### config.mk
export PLATFORM = sky130hd
export DESIGN_NAME = mem_stream_reader
export DESIGN_NICKNAME = d
export VERILOG_FILES = /design/src/rtl/mem_stream_reader.sv
export SDC_FILE = /design/constraint.sdc
export NUM_CORES = 1
export LEC_CHECK = 0
export ABC_CLOCK_PERIOD_IN_PS = 5900
export BUFFER_PORTS_ARGS = -buffer_cell sky130_fd_sc_hd__clkbuf_2
export CORE_MARGIN = 3
export CORE_UTILIZATION = 55
export CTS_CLUSTER_SIZE = 25
export DETAILED_ROUTE_END_ITERATION = 12
export GPL_TIMING_DRIVEN = 1
export PLACE_DENSITY = 0.92
export SYNTH_ARGS = -nofsm -noshare
export SYNTH_HDL_FRONTEND = slang
export SYNTH_SLANG_ARGS = --single-unit
### constraint.sdc
create_clock -name clk -period 5.9 [get_ports clk]
set_input_delay 0.885 -clock clk [delete_from_list [all_inputs] [get_ports clk]]
set_output_delay 0.885 -clock clk [all_outputs]
set_load 0.005 [all_outputs]
### src/rtl/mem_stream_reader.sv
// Burst read initiator: walks a strided, wrapping address sequence over an async-read
// memory and streams the fetched words out through a valid/ready register slice.
module mem_stream_reader #(
  parameter  int WIDTH     = 16,
  parameter  int HEIGHT    = 1024,
  parameter  int LEN_WIDTH = 16,
  localparam int AW        = $clog2(HEIGHT)
) (
  input  logic                 clk,
  input  logic                 arst_n_in,
  input  logic                 cmd_valid,
  output logic                 cmd_ready,
  input  logic [AW-1:0]        cmd_addr,
  input  logic [LEN_WIDTH-1:0] cmd_len,
  input  logic [AW-1:0]        cmd_stride,
  output logic [AW-1:0]        mem_read_addr,
  output logic                 mem_read_en,
  input  logic [WIDTH-1:0]     mem_qout,
  output logic [WIDTH-1:0]     out_data,
  output logic                 out_valid,
  input  logic                 out_ready,
  output logic                 out_last,
  output logic                 busy,
  output logic                 done
);

  localparam logic [1:0] IDLE  = 2'd0;
  localparam logic [1:0] READ  = 2'd1;
  localparam logic [1:0] DRAIN = 2'd2;

  localparam logic [AW:0] HEIGHT_W = (AW+1)'(HEIGHT);

  logic [1:0]           state_q, state_d;
  logic [AW-1:0]        cur_addr_q, cur_addr_d;
  logic [AW-1:0]        stride_q, stride_d;
  logic [LEN_WIDTH-1:0] remaining_q, remaining_d;
  logic [WIDTH-1:0]     out_data_q, out_data_d;
  logic                 out_valid_q, out_valid_d;
  logic                 out_last_q, out_last_d;
  logic                 done_q, done_d;

  logic          fire;
  logic [AW:0]   addr_sum;
  logic [AW-1:0] next_addr;

  // A word is captured only when the output slot is free or being emptied this cycle.
  assign fire = (state_q == READ) && (remaining_q != '0) && (!out_valid_q || out_ready);

  // One conditional subtract is enough because both operands are below HEIGHT.
  assign addr_sum  = {1'b0, cur_addr_q} + {1'b0, stride_q};
  assign next_addr = AW'((addr_sum >= HEIGHT_W) ? (addr_sum - HEIGHT_W) : addr_sum);

  always_comb begin
    state_d     = state_q;
    cur_addr_d  = cur_addr_q;
    stride_d    = stride_q;
    remaining_d = remaining_q;
    out_data_d  = out_data_q;
    out_valid_d = out_valid_q;
    out_last_d  = out_last_q;
    done_d      = 1'b0;
    case (state_q)
      IDLE: begin
        if (cmd_valid) begin
          if (cmd_len != '0) begin
            cur_addr_d  = cmd_addr;
            remaining_d = cmd_len;
            stride_d    = cmd_stride;
            state_d     = READ;
          end else begin
            done_d = 1'b1;
          end
        end
      end
      READ: begin
        if (fire) begin
          out_data_d  = mem_qout;
          out_valid_d = 1'b1;
          out_last_d  = (remaining_q == LEN_WIDTH'(1));
          remaining_d = remaining_q - LEN_WIDTH'(1);
          cur_addr_d  = next_addr;
          if (remaining_q == LEN_WIDTH'(1)) state_d = DRAIN;
        end else if (out_valid_q && out_ready) begin
          out_valid_d = 1'b0;
        end
      end
      DRAIN: begin
        if (out_valid_q && out_ready) begin
          out_valid_d = 1'b0;
          out_last_d  = 1'b0;
          done_d      = 1'b1;
          state_d     = IDLE;
        end
      end
      default: state_d = IDLE;
    endcase
  end

  always_ff @(posedge clk or negedge arst_n_in) begin
    if (!arst_n_in) begin
      state_q     <= IDLE;
      cur_addr_q  <= '0;
      stride_q    <= '0;
      remaining_q <= '0;
      out_data_q  <= '0;
      out_valid_q <= 1'b0;
      out_last_q  <= 1'b0;
      done_q      <= 1'b0;
    end else begin
      state_q     <= state_d;
      cur_addr_q  <= cur_addr_d;
      stride_q    <= stride_d;
      remaining_q <= remaining_d;
      out_data_q  <= out_data_d;
      out_valid_q <= out_valid_d;
      out_last_q  <= out_last_d;
      done_q      <= done_d;
    end
  end

  assign cmd_ready     = (state_q == IDLE);
  assign busy          = (state_q != IDLE);
  assign mem_read_en   = fire;
  assign mem_read_addr = cur_addr_q;
  assign out_data      = out_data_q;
  assign out_valid     = out_valid_q;
  assign out_last      = out_last_q;
  assign done          = done_q;

endmodule

==> results.toml, run 1 <==
[cells_and_area]
drive_gt1_frac = 0.341
diodes = 0
fin_area_sq_um = 3950
nNetsFinal = 487
final_core_util = 0.700
syn2layout_area_growth_pct = 20.4

[global_route]
grt_overflow_total = 0
grt_pass1_wl_mm = 14.3
grt_pass1_vias = 3036
antenna_found_initial = 0
grt_use_total = 0.255
grt_max_degree = 58

[clock_network]
h-tree-depth = 3
post_cts_buffers = 0
cts_tree = "built"
ctsHoldBuffers = 0
cts_root_buf = "clkbuf_8"
cts-resized-gates = 0
cts_sinks = 57
path_clk_slew_ns = 0.07
cts_buffers = 9
clock_latency_ns = 0.35
cts_max_path_buffers = 2

[place]
dp_hpwl_mm = 6.03
numPortBuffers = 87
gp_congestion = 0.898
place_area_sq_um = 3750

[worst_setup_path]
r2r-start = "state_q[1]$_DFFE_PN0P_"
cp_max_fo = 48
required_ns = 5.02
timing.reg2reg.setup_slack_ns = 2.69
cp-end-kind = "primary output"
reg2reg_depth = 9
crit_type = "reg2out"
cp-start-kind = "flip-flop"
timing.rr.end = "remaining_q[0]$_DFFE_PN0P_"
cp.arrival_ns = 2.69

[die]
fp.dieH_microns = 83.2
fp-row-count = 27
die_area_sq_um = 6930
initial_core_util = 0.582
num_io_pins = 88
coreArea_sq_um = 5640
fp.dieW_microns = 83.2

[sta]
max_freq_mhz = 280
min_period_over_period = 0.606
slew_viol_final = 0
setup-tns-final_ns = 0
tightest_slew_ns = 0.965
fin_worst_skew_ns = 0.00716
slew_headroom = 0.355
rsz0062_at_grt = "false"
setup_viol_count_final = 0
final-hold-violation-count = 0
post-route-min-period_ns = 3.58

[synthesis]
synth_most_common_cell = "dfrtp_1"
syn_nets = 401
ys_async_sr_fraction = 1.00
synth_cell_types = 52
netlist_top_cells_count = "dfrtp_1, nand2_1, a21oi_1, o21ai_0, mux2_2"
synth-warning-count = 0
synth.top_cell.area_share = 0.435
syn_avg_cell_area_sq_um = 10.0
ys_seq_area_frac = 0.435
synth_cells = 328
synth_area_sq_um = 3280
ys.flop_type = "dfrtp_1"
synth_top_area_cell = "dfrtp_1"
ys_ff_latch = 57
synth_edf_count = 0
yosys-top-cells-area = "dfrtp_1, mux2_2, ha_1"

[power]
p_total_mw = 2.48
vdd_drop_max_mv = 0.345
p_leak_nw = 1.80
p_per_area_nw_per_um2 = 628

[job]
drv_cap = 0

[drt]
avgRoutedWirePerCell_microns = 17.4
vias = 2982
final_antenna_net_count = 0
first_pass_iters = 5
wirelength_mm = 8.53
drc = 0
vias_per_cell = 6.07
drtIter0Drc = 309

[outcome]
status = "finished clean"

[hold_path]
hold_end = "out_last$_DFFE_PN0P_"
hp-start = "out_last$_DFFE_PN0P_"
holdPathStages = 2
hold_class = "reg2reg"
==> how the worst max path moves through the flow <==
stage	start	end	slack, ns	cells after the start
floorplan	out_ready	mem_read_en	3.31	4
global placement	state_q[1]$_DFFE_PN0P_	mem_read_en	2.92	7
global route	state_q[1]$_DFFE_PN0P_	mem_read_en	2.14	7
CTS	state_q[1]$_DFFE_PN0P_	mem_read_en	2.39	7
finish	state_q[1]$_DFFE_PN0P_	mem_read_en	2.32	7
detailed placement	state_q[1]$_DFFE_PN0P_	mem_read_en	2.77	7
==> worst max-delay path, cell delays in order (launching register included) <==
cell	delay, ns
dfrtp_1	0.41
inv_1	0.12
ha_1	0.17
buf_4	0.42
inv_1	0.40
a221oi_4	0.29
buf_4	0.33
clkbuf_2	0.17
==> sequential cells by signal (all words and copies together), names as in the netlist <==
name,flops
mem_read_addr,10
stride_q,10
out_data,16
out_last,1
state_q,2
remaining_q,16
out_valid,1
done,1
==> logic make-up after synthesis <==
logic type,share of synthesized area
AND/OR/NAND/NOR,0.155
AO/OA/AOI/OAI,0.179
flip-flops,0.435
multiplexers,0.115
buffers and inverters,0.0328
adder cells (fa/ha/maj),0.0671
XOR/XNOR,0.0160
==> metal layers <==
metal | track usage | share of wire | up-vias
li1 | - | - | 1376
met1 | 0.305 | 0.38 | 1436
met2 | 0.431 | 0.53 | 139
met3 | 0.0605 | 0.058 | 31
met4 | 0.125 | 0.036 | 0
met5 | 0 | 0 | -
==> placed cells by master (no fill, tap or decap), types with 4 or more instances in the layout <==
cell type and n:
or2_2 4, nand3_1 4, inv_1 9, dfrtp_1 57
a31oi_1 4, clkbuf_2 87, nor4_1 7, mux2i_1 7
nor3_1 14, o21ai_0 27, mux2_2 26, a21oi_1 27
ha_1 16, nor2_1 19, nand2_1 28, a211oi_1 8
clkbuf_8 10, xnor2_1 5
==> metrics by stage <==
stage                     hold slack, ns  worst slack, ns  instances
after CTS                          0.510             2.39        491
after floorplan                    0.485             3.31        328
after global placement             0.489             2.92        475
after detailed placement           0.495             2.77        475
after global routing               0.532             2.14        491
final                              0.510             2.32        491
==> power by group <==
| group | switching (mW) | internal, mW |
|---|---|---|
| sequential | 0.184 | 0.591 |
| clock | 0.161 | 0.205 |
| combinational | 0.735 | 0.607 |
==> area by class of cell <==
type                            instances  area (sq um)
Clock buffer                           11           141
Clock inverter                          5          55.1
Fill cell                             407          1690
Inverter                                9          33.8
Multi-Input combinational cell        247          1750
Sequential cell                        57          1430
Tap cell                               72          90.1
Timing Repair Buffer                   90           458
No activity file was read; power rests on OpenSTA's default activity.
==> run 2: changes to the inputs <==
ABC_CLOCK_PERIOD_IN_PS = 3700   (was 5900)
CORE_UTILIZATION = 53   (was 55)
PLACE_DENSITY = 0.89   (was 0.92)
clock period = 3.7 ns   (was 5.9 ns; I/O delays follow)
==> results.toml, run 2 (same netlist as run 1, synthesis figures left out) <==
[outcome]
status = "finished clean"

[cells_and_area]
syn2layout_area_growth_pct = 20.6
final_core_util = 0.664
final_cell_mix = "clkbuf_2, dfrtp_1, nand2_1"
final_cells = 494
diodes = 0
final_common_cell = "clkbuf_2"
drive_gt1_frac = 0.341
nNetsFinal = 487
fin_area_sq_um = 3960

[clock_network]
ctsHoldBuffers = 0
cts_buffers = 9
post_cts_buffers = 0
cts-resized-gates = 0
clock_latency_ns = 0.34
cts_tree = "built"
cts_root_buf = "clkbuf_8"
h-tree-depth = 3
path_clk_slew_ns = 0.07
cts_max_path_buffers = 2
cts_sinks = 57

[sta]
min_period_over_period = 0.730
setup_viol_count_final = 0
setup_ws_ns = 0.998
post-route-min-period_ns = 2.70
hold_ws_ns = 0.324
slew_headroom = 0.378
setup-tns-final_ns = 0
tightest_slew_ns = 0.932
fin_worst_skew_ns = 0.00853
rsz0062_at_grt = "false"
max_freq_mhz = 370
slew_viol_final = 0
final-hold-violation-count = 0

[drt]
vias = 2869
final_antenna_net_count = 0
vias_per_cell = 5.81
drc = 0
first_pass_iters = 5
wirelength_mm = 7.93
avgRoutedWirePerCell_microns = 16.0
drtIter0Drc = 246

[hold_path]
hold_class = "in2async"

[power]
p_leak_nw = 1.80
power.switching_mw = 1.67
vdd_drop_max_mv = 0.527
pwr-share-clk = 0.151
combPwrFrac = 0.536
p_sw_frac = 0.428
p_total_mw = 3.91
pwr-share-seq = 0.313
p_per_area_nw_per_um2 = 987
internal-power_mw = 2.23

[die]
initial_core_util = 0.551
fp.dieW_microns = 84.7
die_area_sq_um = 7170
num_io_pins = 88
coreArea_sq_um = 5960
fp-row-count = 28
fp.dieH_microns = 84.7

[worst_setup_path]
crit_type = "reg2out"
cp_max_fo = 19
cp.arrival_ns = 2.15
required_ns = 3.14
cp-end-kind = "primary output"
cp-start-kind = "flip-flop"

[place]
dp_hpwl_mm = 5.84
place_area_sq_um = 3760
numPortBuffers = 87
dp_slack_ns = 0.938
gp_congestion = 0.828
post-place-cells = 478

[global_route]
grt_overflow_total = 0
grt_pass1_vias = 2829
grt_max_degree = 48
grt_pass1_wl_mm = 13.2
antenna_found_initial = 0
grt_use_total = 0.227

[job]
drv_cap = 0
-- run 2: layer usage --
layer	vias up	track usage	share of wire	wire length [microns]
li1	1375	-	-	-
met2	104	0.387	0.52	4110
met3	15	0.0461	0.057	453
met5	-	0	0	0
met4	0	0.0691	0.018	146
met1	1375	0.292	0.41	3210
-- run 2: layout make-up --
type	instances	area (sq um)
clock buffer	11	141
clock inverter	5	55.1
fill	466	2000
inverter	9	33.8
multi-input combinational	247	1750
sequential	57	1430
tap	75	93.8
timing repair buffer	90	458
-- run 2: path summary, 6_finish.rpt --
check	startpoint	to	slack (ns)	cells past startpoint
max	state_q[1]$_DFFE_PN0P_	mem_read_en	1.0	6
min	arst_n_in	out_data[5]$_DFFE_PN0P_	0.32	1
max reg2reg	remaining_q[8]$_DFFE_PN0P_	remaining_q[11]$_DFFE_PN0P_	1.13	6
min reg2reg	out_data[8]$_DFFE_PN0P_	out_data[8]$_DFFE_PN0P_	0.51	1
max in group asynchronous	arst_n_in	remaining_q[7]$_DFFE_PN0P_	2.53	2
min in group clk	mem_qout[3]	out_data[3]$_DFFE_PN0P_	0.44	2
-- run 2: worst max-delay path, cell delays in order (launching register included) --
cell	delay (ns)
dfrtp_1	0.40
inv_1	0.11
ha_1	0.17
inv_1	0.26
a221oi_4	0.38
buf_4	0.33
clkbuf_2	0.17
-- run 2: power groups by stage --
| stage | Combinational [mW] | Sequential [mW] | Clock [mW] |
|---|---|---|---|
| CTS | 2.08 | 1.21 | 0.591 |
| global placement | 1.97 | 1.20 | 0 |
| detailed placement | 2.06 | 1.22 | 0 |
| finish | 2.09 | 1.22 | 0.591 |
| global route | 2.34 | 1.27 | 0.618 |
| floorplan | 1.57 | 1.18 | 0 |
==> run 3: changes to the inputs <==
ABC_CLOCK_PERIOD_IN_PS = 2500   (was 3700)
clock period = 2.5 ns   (was 3.7 ns; I/O delays follow)
==> results.toml, run 3 (same netlist as run 1, synthesis figures left out) <==
[outcome]
status = "finished clean"

[drt]
vias_per_cell = 5.85
first_pass_iters = 4
avgRoutedWirePerCell_microns = 16.9
drc = 0
final_antenna_net_count = 0
vias = 2930
wirelength_mm = 8.46
drtIter0Drc = 256

[die]
die_area_sq_um = 7170
fp.dieW_microns = 84.7
initial_core_util = 0.551
coreArea_sq_um = 5960
fp-row-count = 28
fp.dieH_microns = 84.7
num_io_pins = 88

[global_route]
antenna_found_initial = 0
grt_busiest_layer = "met2"
met2_usage = 0.404
grt_pass1_wl_mm = 13.8
grt_util_met3 = 0.0491
met1_usage = 0.308
grt_overflow_total = 0
grt_max_degree = 44
grt_use_total = 0.243
grt_pass1_vias = 2899

[clock_network]
clock_latency_ns = 0.35
h-tree-depth = 3
cts_tree = "built"
cts_buffers = 9
cts_root_buf = "clkbuf_8"
cts_max_path_buffers = 2
path_clk_slew_ns = 0.07
post_cts_buffers = 0
cts_sinks = 57

[place]
post-place-cells = 484
dp_hpwl_mm = 6.08
dp_slack_ns = 0.184
gp_congestion = 0.885
numPortBuffers = 87

[worst_setup_path]
cp-end-kind = "primary output"
cp-start-kind = "flip-flop"
required_ns = 2.12
cp.arrival_ns = 2.03
cp_max_fo = 19
crit_type = "reg2out"

[cells_and_area]
syn2layout_area_growth_pct = 23.6
n_fill_cell = 463
final_cells = 501
final_core_util = 0.681
final_common_cell = "clkbuf_2"
drive_gt1_frac = 0.354
diodes = 0
final_cell_mix = "clkbuf_2, dfrtp_1, nand2_1"
nNetsFinal = 494

[sta]
setup-tns-final_ns = 0
rsz0062_at_grt = "false"
min_period_over_period = 0.960
setup_ws_ns = 0.0998
slew_headroom = 0.366
post-route-min-period_ns = 2.40
slew_viol_final = 0
setup_viol_count_final = 0
tightest_slew_ns = 0.949
max_freq_mhz = 417
fin_worst_skew_ns = 0.0101
final-hold-violation-count = 0

[power]
p_leak_nw = 1.85
vdd_drop_max_mv = 0.836
p_per_area_nw_per_um2 = 1490

[job]
drv_cap = 0

[hold_path]
hold_class = "in2reg"
-- run 3: worst paths after layout --
path	from	endpoint	slack [ns]	cells after the start
setup reg to reg	mem_read_addr[0]$_DFFE_PN0P_	mem_read_addr[8]$_DFFE_PN0P_	0.17	8
hold / removal	mem_qout[0]	out_data[0]$_DFFE_PN0P_	0.25	2
max in group asynchronous	arst_n_in	remaining_q[10]$_DFFE_PN0P_	1.43	3
setup / recovery	remaining_q[8]$_DFFE_PN0P_	mem_read_en	0.1	5
hold reg to reg	out_data[6]$_DFFE_PN0P_	out_data[6]$_DFFE_PN0P_	0.51	1
min in group asynchronous	arst_n_in	out_data[1]$_DFFE_PN0P_	0.50	2
-- run 3: area by class of cell --
type / instances / area (sq um) / area share
clock buffer: 9 / 124 / 0.0305
clock inverter: 7 / 95.1 / 0.0234
inverter: 9 / 33.8 / 0.00833
multi-input combinational: 247 / 1750 / 0.432
sequential: 57 / 1430 / 0.352
tap: 75 / 93.8 / 0.0231
timing repair buffer: 97 / 529 / 0.131
-- run 3: routing by layer --
metal | wire (microns) | vias up | part of all wire
met5 | 0 | - | 0
met4 | 143 | 0 | 0.017
met3 | 488 | 18 | 0.058
met2 | 4370 | 107 | 0.52
met1 | 3450 | 1413 | 0.41
li1 | - | 1392 | -
-- run 3: metrics by stage --
step	power (mW)	area [sq um]	hold WS, ns
2_1_floorplan	4.07	3280	0.0794
3_3_place_gp	4.79	3820	0.332
3_5_place_dp	4.96	3820	0.335
4_1_cts	5.97	4050	0.248
5_1_grt	6.49	4060	0.257
6_report	6.03	4060	0.251
-- run 3: worst max-delay path, stage by stage (launching register included) --
cell and delay, ns:
dfrtp_1 0.44, nor4_1 0.46, and4_4 0.35, a221oi_4 0.10
buf_6 0.19, clkbuf_2 0.13
-- run 3: where the power goes --
group	switching (mW)	total, mW	leakage (nW)	internal, mW
combinational	1.72	3.24	1.07	1.52
clock	0.407	0.966	0.109	0.560
sequential	0.430	1.83	0.670	1.39
-- run 3: repair_timing --
action | CTS | global route
hold buffers | 1 | 0
resized for setup | 0 | 3
endpoints found under the hold margin | 14 | 0
setup endpoints to repair | 0 | 3
